--- src/rtl/iot_active_monitor_multi.sv ---
// iot_active_monitor_multi: per-channel active-device counters with sticky errors, threshold alarms, read-back and total
module iot_active_monitor_multi #(
  parameter int WIDTH = 8,
  parameter int N_CH  = 4,
  parameter int CH_W  = 2,
  parameter int TOT_W = 12
) (
  input  logic               clk,
  input  logic               rst_n,
  input  logic               clr,
  input  logic               change,
  input  logic               on_off,
  input  logic [CH_W-1:0]    ch_sel,
  input  logic               mode,
  input  logic [WIDTH-1:0]   thresh,
  input  logic [CH_W-1:0]    rd_sel,
  output logic [WIDTH-1:0]   rd_count,
  output logic [TOT_W-1:0]   total,
  output logic [N_CH-1:0]    alarm,
  output logic [N_CH-1:0]    err_flags
);
  logic [WIDTH-1:0] cnt     [N_CH];
  logic [WIDTH-1:0] cnt_nxt [N_CH];
  logic [N_CH-1:0]  hit, bnd, err_hit, alarm_nxt;
  logic [WIDTH-1:0] rd_nxt;
  logic [TOT_W-1:0] sum;
  // Channel select is matched per channel, so out-of-range ch_sel/rd_sel simply hit nothing.
  always_comb begin
    cnt_nxt   = cnt;
    hit       = '0;
    bnd       = '0;
    err_hit   = '0;
    alarm_nxt = '0;
    rd_nxt    = '0;
    sum       = '0;
    for (int i = 0; i < N_CH; i++) begin
      hit[i]       = change && ch_sel == CH_W'(i);
      bnd[i]       = on_off ? &cnt[i] : ~|cnt[i];
      err_hit[i]   = hit[i] && bnd[i];
      cnt_nxt[i]   = (!hit[i] || (bnd[i] && mode)) ? cnt[i] :
                     on_off ? cnt[i] + WIDTH'(1) : cnt[i] - WIDTH'(1);
      alarm_nxt[i] = cnt[i] >= thresh;
      rd_nxt       = rd_sel == CH_W'(i) ? cnt[i] : rd_nxt;
      sum          = sum + TOT_W'(cnt[i]);
    end
  end
  always_ff @(posedge clk or negedge rst_n) begin
    if (!rst_n) begin
      for (int i = 0; i < N_CH; i++) cnt[i] <= '0;
      err_flags <= '0;
      rd_count  <= '0;
      total     <= '0;
      alarm     <= '0;
    end else begin
      for (int i = 0; i < N_CH; i++) cnt[i] <= clr ? '0 : cnt_nxt[i];
      err_flags <= clr ? '0 : err_flags | err_hit;
      rd_count  <= rd_nxt;
      total     <= sum;
      alarm     <= alarm_nxt;
    end
  end
endmodule

--- config.mk ---
export PLATFORM = sky130hd
export DESIGN_NAME = iot_active_monitor_multi
export DESIGN_NICKNAME = d
export VERILOG_FILES = /design/src/rtl/iot_active_monitor_multi.sv
export SDC_FILE = /design/constraint.sdc
export NUM_CORES = 1
export LEC_CHECK = 0
export CAP_MARGIN = 20
export CORE_UTILIZATION = 40
export DETAILED_ROUTE_END_ITERATION = 8
export HOLD_SLACK_MARGIN = 0.03
export PLACE_DENSITY_LB_ADDON = 0.15
export SYNTH_ARGS = -nofsm -noshare
export SYNTH_HDL_FRONTEND = slang
export SYNTH_SLANG_ARGS = --single-unit
--- constraint.sdc ---
create_clock -name clk -period 3.75 [get_ports clk]
set_input_delay 0.75 -clock clk [delete_from_list [all_inputs] [get_ports clk]]
set_output_delay 0.75 -clock clk [all_outputs]
set_load 0.01 [all_outputs]
Yosys cells after proc, flatten, opt, wreduce, memory -nomap -nowiden

Index checks and enable logic that the tools add are counted.

Add/sub/neg operators: 11
$mul: 0
Divide/modulo/power cells: 0
$lt $le $gt $ge: 4
Equality and inequality tests: 10
Shift-type cells: 0
Muxes and demuxes: 21
Bitwise logic cells: 1
Reductions and logical operators: 34

Operators with widths:

| kind                                                                  | number |
|---|---|
| 8-bit two-way mux                                                     | 16 |
| 8-bit by 1-bit adder with 8-bit output, second input constant         | 4 |
| 8-bit greater-or-equal comparator                                     | 4 |
| 8-bit AND reduction                                                   | 4 |
| 8-bit OR reduction                                                    | 4 |
| 8-bit by 1-bit subtractor with 8-bit output, second input constant    | 4 |
| 1-bit logical AND                                                     | 12 |
| 10-bit by 8-bit adder with 11-bit output                              | 1 |
| 9-bit by 8-bit adder with 10-bit output                               | 1 |
| 8-bit by 8-bit adder with 9-bit output                                | 1 |
| 2-bit equality test, second input constant                            | 4 |
| 1-bit zero test                                                       | 8 |
| 2-bit inequality test, second input constant                          | 4 |
| 2-bit by 1-bit equality test with 1-bit output, second input constant | 2 |
| 2-bit zero test                                                       | 2 |
| 1-bit logical OR                                                      | 4 |
| 1-bit two-way mux                                                     | 4 |
| 4-bit two-way mux                                                     | 1 |
| 4-bit bitwise OR                                                      | 1 |

Register bits: 59
Bits in latches: 0
Memory bits (writable): 0
Bits in read-only memories: 0
Bits of input ports: 18
Output and inout bits: 28
Word-level logic and storage cells: 89
Memories kept: 0

Logic depth before layout (Yosys ltp)

Gate-level depths: netlist of the first run.

Depth after elaboration: 7
Gate-level depth with buffers: 11
Depth with buffers taken out: 11

Worst setup path after synthesis of the first run

No wires, ideal clock.

Path kind: register to register
Start: reg cnt[1] (netlist bit)
End: reg total[9]
Setup time: 130 ps
Arrival time: 2,883 ps
Required time: 3,620 ps
Setup slack: 737 ps
Cell stages (with the launch flop): 12
Path buffers: 0
Clock period less this slack: 3,013 ps
Cell sequence: dfrtp_1 -> inv_1 -> fa_1 -> inv_1 -> fa_1 -> ha_1 -> fa_1 -> a21o_1 -> a21oi_1 -> o21ai_0 -> nor4_1 -> nor3_1

Longest elaborated chain between the ends: 1

RTL lines:

| element                                  | RTL line | source |
|---|---|---|
| start: declaration                       | 22       | `logic [WIDTH-1:0] cnt [N_CH];` |
| 10-bit by 8-bit adder with 11-bit output | 44       | `sum = sum + TOT_W'(cnt[i]);` |
| via sum[9]                               | 26       | `logic [TOT_W-1:0] sum;` |
| end signal: assignment                   | 58       | `total <= sum;` |
| end: declaration                         | 18       | `output logic [TOT_W-1:0] total,` |

The timed path passes the listed nets, and every way through them passes these cells.
A chain may end at the register's enable or synchronous reset.

Worst setup path in the final report of the first run

Start: reg cnt[9] (netlist bit)
End: reg total[9]

Longest elaborated chain between the ends: 2

RTL lines:

| element                                  | RTL line |
|---|---|
| 9-bit by 8-bit adder with 10-bit output  | 44 |
| 10-bit by 8-bit adder with 11-bit output | 44 |
| via sum[9]                               | 26 |

The timed path passes the listed nets, and every way through them passes these cells.

==> results of run 1 <==
[state kept, by name, indices dropped and copies added (netlist names)]
register and flops:
rd_count 8, alarm 4, total 10, cnt 32
err_flags 4
[worst max path at each step]
stage | startpoint | end | slack [ns] | depth (start not counted)
final | cnt[9]$_DFFE_PN0P_ | total[9]$_DFF_PN0_ | 0.46 | 11
after global routing | cnt[1]$_DFFE_PN0P_ | total[9]$_DFF_PN0_ | 0.29 | 11
after CTS | cnt[1]$_DFFE_PN0P_ | total[9]$_DFF_PN0_ | 0.48 | 11
after detailed placement | cnt[1]$_DFFE_PN0P_ | total[9]$_DFF_PN0_ | 0.48 | 11
after global placement | cnt[1]$_DFFE_PN0P_ | total[9]$_DFF_PN0_ | 0.49 | 11
after floorplan | cnt[1]$_DFFE_PN0P_ | total[9]$_DFF_PN0_ | 0.74 | 11
[cell families (layout without fill, tap and decap cells)]
logic type / count (synthesis) / after routing / synth area share
flip-flops: 58 / 58 / 0.2845
AO/OA/AOI/OAI: 109 / 109 / 0.1390
adder cells (fa/ha/maj): 85 / 85 / 0.2379
multiplexers: 29 / 29 / 0.07847
XOR/XNOR: 26 / 26 / 0.04463
other: 1 / 2 / 0.0007349
buffers and inverters: 78 / 132 / 0.06302
AND/OR/NAND/NOR: 156 / 156 / 0.1518
[through the flow]
step,area (um2),util,setup WS [ns]
5_1_grt,6052,0.4956,0.2912
3_3_place_gp,5747,0.4706,0.4930
3_5_place_dp,5747,0.4706,0.4842
4_1_cts,6052,0.4956,0.4787
2_1_floorplan,5106,-,0.7368
6_report,6052,0.4956,0.4593
[synth_stat cells, types with 2 or more instances]
cell / instances
xnor2_1: 12
nand2_1: 26
nand2b_1: 8
a211oi_1: 9
ha_1: 65
or4_1: 2
nand4_1: 10
nor4b_1: 2
and3_1: 7
a21oi_1: 32
nor3_1: 12
o31ai_1: 6
o21bai_1: 2
o311a_1: 2
nor2b_1: 8
a21o_1: 12
o21a_1: 4
o31a_1: 4
a221oi_1: 3
mux4_2: 7
o21ai_0: 22
a21boi_0: 3
o21ba_2: 4
clkbuf_1: 6
buf_2: 5
nor3b_1: 2
xor2_1: 14
inv_1: 61
fa_1: 20
mux2i_1: 19
dfrtp_1: 58
or3_1: 5
o211ai_1: 3
nand3_1: 14
buf_4: 4
nor2_1: 50
nor4_1: 4
[cell usage in the layout (no fill, tap or decap), drive strengths merged, types with 4 or more instances in the layout]
cell type,Yosys,routed
ha,65,65
inv,61,61
dfrtp,58,58
nor2,51,51
clkdlybuf4s50,0,42
a21oi,32,32
nand2,26,26
o21ai,22,22
fa,20,20
mux2i,19,19
nand3,14,14
xor2,14,14
buf,11,14
clkbuf,6,13
nor3,12,12
a21o,12,12
xnor2,12,12
nand4,10,10
a211oi,9,9
nand2b,8,8
nor2b,8,8
mux4,8,8
and3,7,7
o31ai,6,6
or3,5,5
nor4,5,5
o21a,4,4
o31a,4,4
o21ba,4,4
[metal layers]
layer | vias up | part of all wire | GRT usage | wire, um
li1 | 1998 | - | - | -
met1 | 1994 | 0.44 | 0.2838 | 5987
met2 | 117 | 0.47 | 0.3598 | 6351
met3 | 22 | 0.061 | 0.05482 | 822
met4 | 0 | 0.026 | 0.09524 | 345
met5 | - | 0 | 0 | 0
[power by group through the flow]
stage | clock network (mW) | registers, mW | logic (mW)
6_report | 0.851 | 0.717 | 0.504
5_1_grt | 0.896 | 0.721 | 0.562
4_1_cts | 0.865 | 0.716 | 0.505
3_5_place_dp | 0 | 0.727 | 0.501
3_3_place_gp | 0 | 0.727 | 0.492
2_1_floorplan | 0 | 0.726 | 0.312
[cell type report]
cell class / count / area [um2]
repair buffers: 56 / 523.0
flip-flops and latches: 58 / 1451
multi-input cells: 407 / 3333
well taps: 168 / 210.2
fillers: 1182 / 6160
inverters: 61 / 229.0
clock inverters: 2 / 35.03
clock buffers: 13 / 270.3
==> flow_metrics.tcl, run 1 <==
set metrics [dict create \
    status "finished clean" \
    rsz0062_at_grt "no" \
    crit_chain "inv_1 > fa_1 > inv_1 > fa_1 > ha_1 > fa_1 > a21o_1 > a21oi_1 > o21ai_0 > nor4_1 > nor3_1" \
    synth-main-ff-cell "dfrtp_1" \
    power.total_mw 2.071 \
    path_class "register to register" \
    crit_arrival_ns 3.50 \
    cts_num_sinks 58 \
    fin_hold_ws_ns 0.3734 \
    vias 4131 \
    cp.required_ns 3.96 \
    clkPwrFrac 0.411 \
    switching_share 0.2898 \
    reg2reg_from "cnt[9]$_DFFE_PN0P_" \
    antenna_found_initial 0 \
    pwr-share-comb 0.243 \
    maxCapViolCount 0 \
    startpoint_type "register" \
    num-nets-final 696 \
    synth_top_area_frac 0.2845 \
    cts_resized 0 \
    critical_path.most_common_cell "fa_1" \
    dp.final_hpwl_mm 10.35 \
    min-delay-path-class "primary input to asynchronous set/reset pin" \
    cts_hold_buffers 0 \
    gr-total-overflow 0 \
    setup_viol 0 \
    cts_tree "yes" \
    syn2layout_area_growth_pct 18.61 \
    pwr-share-seq 0.346 \
    wl_per_cell_um 17.66 \
    drc 0 \
    reg2reg_depth 11 \
    ys_ff_latch 58 \
    syn-cell-area_um2 5102 \
    ant_nets 0 \
    reg2reg_slack_ns 0.46 \
    cp_slowest_cell "fa_1" \
    worst_setup_path_end_kind "register" \
    grt_pass1_vias 4007 \
    dp_cells 750 \
    ys_types 52 \
    cpPeakStageDelay_ns 0.52 \
    min_period_over_period 0.8775 \
    power.density_nw_per_um2 342.2 \
    post_synth_main_area_contributors "dfrtp_1, ha_1, fa_1, inv_1, mux2i_1" \
    instances_no_fill 765 \
    die_area_um2 13210 \
    io_pins 46 \
    r2r-end "total[9]$_DFF_PN0_" \
    leakagePower_nw 2.864 \
    synth_edf_count 0 \
    coreArea_um2 12210 \
    start_util 0.4178 \
    io_buffers 43 \
    worstPathMaxFanout 7 \
    grt_pass1_wl_mm 21.70 \
    netlist_instances 542 \
    p_sw_mw 0.6002 \
    grt_max_degree 38 \
    num_antenna_cells 0 \
    firstDrtPassIters 4 \
    synth.yosys.warnings 0 \
    crit_buf_inv 2 \
    drt_iter0_drc 196 \
    max-slew-margin-rel 0.6293 \
    cts_made_buffers 9 \
    die_w_um 114.9 \
    final_max_slew_viol_count 0 \
    fmax_mhz 303.9 \
    final_layout_size_suffix_gt1_frac 0.07538 \
    async_reset_ff_frac 1.000 \
    grtUsageTotal 0.2225 \
    cts_htree_levels 3 \
    die_h_um 114.9 \
    rows 40 \
    fin_setup_tns_ns 0 \
    period_minus_slack_ns 3.291 \
    ir_worst_vdd_uv 205.3 \
    insertion_delay_ns 0.35 \
    final_hold_viol_count 0 \
    vias_per_cell 5.400 \
    critPathTopFamily "adder cells" \
    clockBufferDepth 2 \
    p_int_mw 1.471 \
    skew_ns 0.01199 \
    avgSynthCellArea_um2 9.414 \
    postCtsSetupRepairBufs 0 \
    ys_seq_area_frac 0.2845 \
    clk_pin_slew_ns 0.06 \
    routed_wirelength_mm 13.51 \
    root_buffer "clkbuf_16" \
    gp_congestion 0.9039 \
    tightestPinTransition_ns 0.5560 \
    synth_top_cell_by_area "dfrtp_1" \
]
Power figures use the tool's default switching activity.
==> run 2, diff against run 1 <==
- CORE_UTILIZATION: 40 -> 28
==> flow_metrics.tcl, run 2 (synthesis gave the netlist of run 1 again) <==
set metrics [dict create \
    final_hold_viol_count 0 \
    root_buffer "clkbuf_16" \
    critPathTopFamily "adder cells" \
    skew_ns 0.006678 \
    antenna_found_initial 0 \
    crit_chain "inv_1 > fa_1 > inv_1 > fa_1 > ha_1 > fa_1 > a21o_1 > a21oi_1 > o21ai_0 > nor4_1 > nor3_1" \
    grt_pass1_vias 4172 \
    largest_register_ffs 32 \
    clockBufferDepth 2 \
    leakagePower_nw 2.878 \
    cts_num_sinks 58 \
    startpoint_type "register" \
    coreArea_um2 17540 \
    min_period_over_period 0.8945 \
    fin_setup_tns_ns 0 \
    num-fill-cells 1783 \
    firstDrtPassIters 5 \
    rsz0062_at_grt "no" \
    crit_buf_inv 2 \
    regMostFlops "cnt" \
    io_pins 46 \
    drt_iter0_drc 244 \
    use_met1 0.2161 \
    grt_max_degree 37 \
    final_layout_size_suffix_gt1_frac 0.07860 \
    clk_pin_slew_ns 0.05 \
    cts_htree_levels 3 \
    crit_arrival_ns 3.57 \
    rows 48 \
    vias 4172 \
    gr-total-overflow 0 \
    insertion_delay_ns 0.34 \
    worst_setup_path_end_kind "register" \
    fmax_mhz 298.1 \
    cpPeakStageDelay_ns 0.59 \
    die_area_um2 18770 \
    p_int_mw 1.504 \
    cp_slowest_cell "fa_1" \
    start_util 0.2910 \
    max-slew-margin-rel 0.5325 \
    final_max_slew_viol_count 0 \
    top_regs "cnt (32), total (10), rd_count (8)" \
    place_ws_ns 0.4344 \
    grt_use_met2 0.2536 \
    mostFrequentLayoutCells "ha_1, inv_1, dfrtp_1" \
    num-nets-final 696 \
    clkPwrFrac 0.425 \
    io_buffers 43 \
    fin_hold_ws_ns 0.4508 \
    layout_setup_ws_ns 0.3955 \
    grt_use_met3 0.02778 \
    cts_made_buffers 9 \
    p_sw_mw 0.6218 \
    maxCapViolCount 0 \
    ir_worst_vdd_uv 213.7 \
    worstPathMaxFanout 6 \
    switching_share 0.2925 \
    cts_resized 0 \
    postCtsSetupRepairBufs 0 \
    die_w_um 137.0 \
    die_h_um 137.0 \
    cp.required_ns 3.96 \
    busiest_layer "met2" \
    wl_per_cell_um 17.38 \
    min-delay-path-class "primary input to asynchronous set/reset pin" \
    syn2layout_area_growth_pct 20.52 \
    status "finished clean" \
    vias_per_cell 5.069 \
    ant_nets 0 \
    grt_pass1_wl_mm 22.67 \
    dp.final_hpwl_mm 10.94 \
    tightestPinTransition_ns 0.7012 \
    power.density_nw_per_um2 345.6 \
    pwr-share-comb 0.239 \
    gp_congestion 0.9042 \
    setup_viol 0 \
    cts_tree "yes" \
    period_minus_slack_ns 3.355 \
    path_class "register to register" \
    pwr-share-seq 0.337 \
    cts_hold_buffers 0 \
    final_common_cell "ha_1" \
    num_antenna_cells 0 \
    grtUsageTotal 0.1639 \
    drc 0 \
    critical_path.most_common_cell "fa_1" \
    routed_wirelength_mm 14.30 \
]
run 2: cell types whose count changed in the layout (fill, tap and decap cells not counted):
cell and delta:
clkinv_2 +3, clkbuf_8 -2, buf_12 +1, buf_4 -1, bufinv_16 +1, clkbuf_1 -1
run 2: area by class of cell:
class                      count  area [um2]  area share
clock buffer                  10       239.0     0.03886
clock inverter                 6       80.08     0.01302
inverter                      61       229.0     0.03723
multi-input combinational    407        3333      0.5420
sequential                    58        1451      0.2360
tap                          225       281.5     0.04578
timing repair buffer          56       535.5     0.08708
run 2: per-layer routing:
metal	vias up	wire length (um)
li1	2006	-
met1	2013	6574
met5	-	0
met2	124	6506
met3	29	731
met4	0	489
run 2: path summary, 6_finish.rpt:
kind / startpoint / end / slack, ns / cells past startpoint
worst max-delay path: cnt[1]$_DFFE_PN0P_ / total[9]$_DFF_PN0_ / 0.40 / 11
worst min-delay path: rst_n / cnt[30]$_DFFE_PN0P_ / 0.45 / 1
worst max register to register: cnt[1]$_DFFE_PN0P_ / total[9]$_DFF_PN0_ / 0.40 / 11
worst min register to register: err_flags[1]$_DFF_PN0_ / err_flags[1]$_DFF_PN0_ / 0.49 / 2
max in group asynchronous: rst_n / err_flags[2]$_DFF_PN0_ / 2.41 / 2
min in group clk: err_flags[1]$_DFF_PN0_ / err_flags[1]$_DFF_PN0_ / 0.49 / 2
run 2: power by group through the flow:
stage | registers (mW) | clock network [mW] | logic, mW
after floorplan | 0.726 | 0 | 0.312
after global placement | 0.725 | 0 | 0.501
after detailed placement | 0.727 | 0 | 0.508
after CTS | 0.716 | 0.918 | 0.512
after global routing | 0.720 | 0.955 | 0.571
final | 0.716 | 0.903 | 0.507
run 2: through the flow:
stage	cells	utilization	area [um2]	power [mW]
after floorplan	543	-	5106	1.038
after global placement	807	0.3325	5831	1.225
after detailed placement	807	0.3325	5831	1.235
after CTS	823	0.3507	6150	2.145
after global routing	823	0.3507	6150	2.246
final	823	0.3507	6150	2.126
==> run 3, diff against run 2 <==
- HOLD_SLACK_MARGIN: 0.03 -> 0.02
==> results of run 3 <==
Final layout, timing and power as in run 2 (identical DEF).
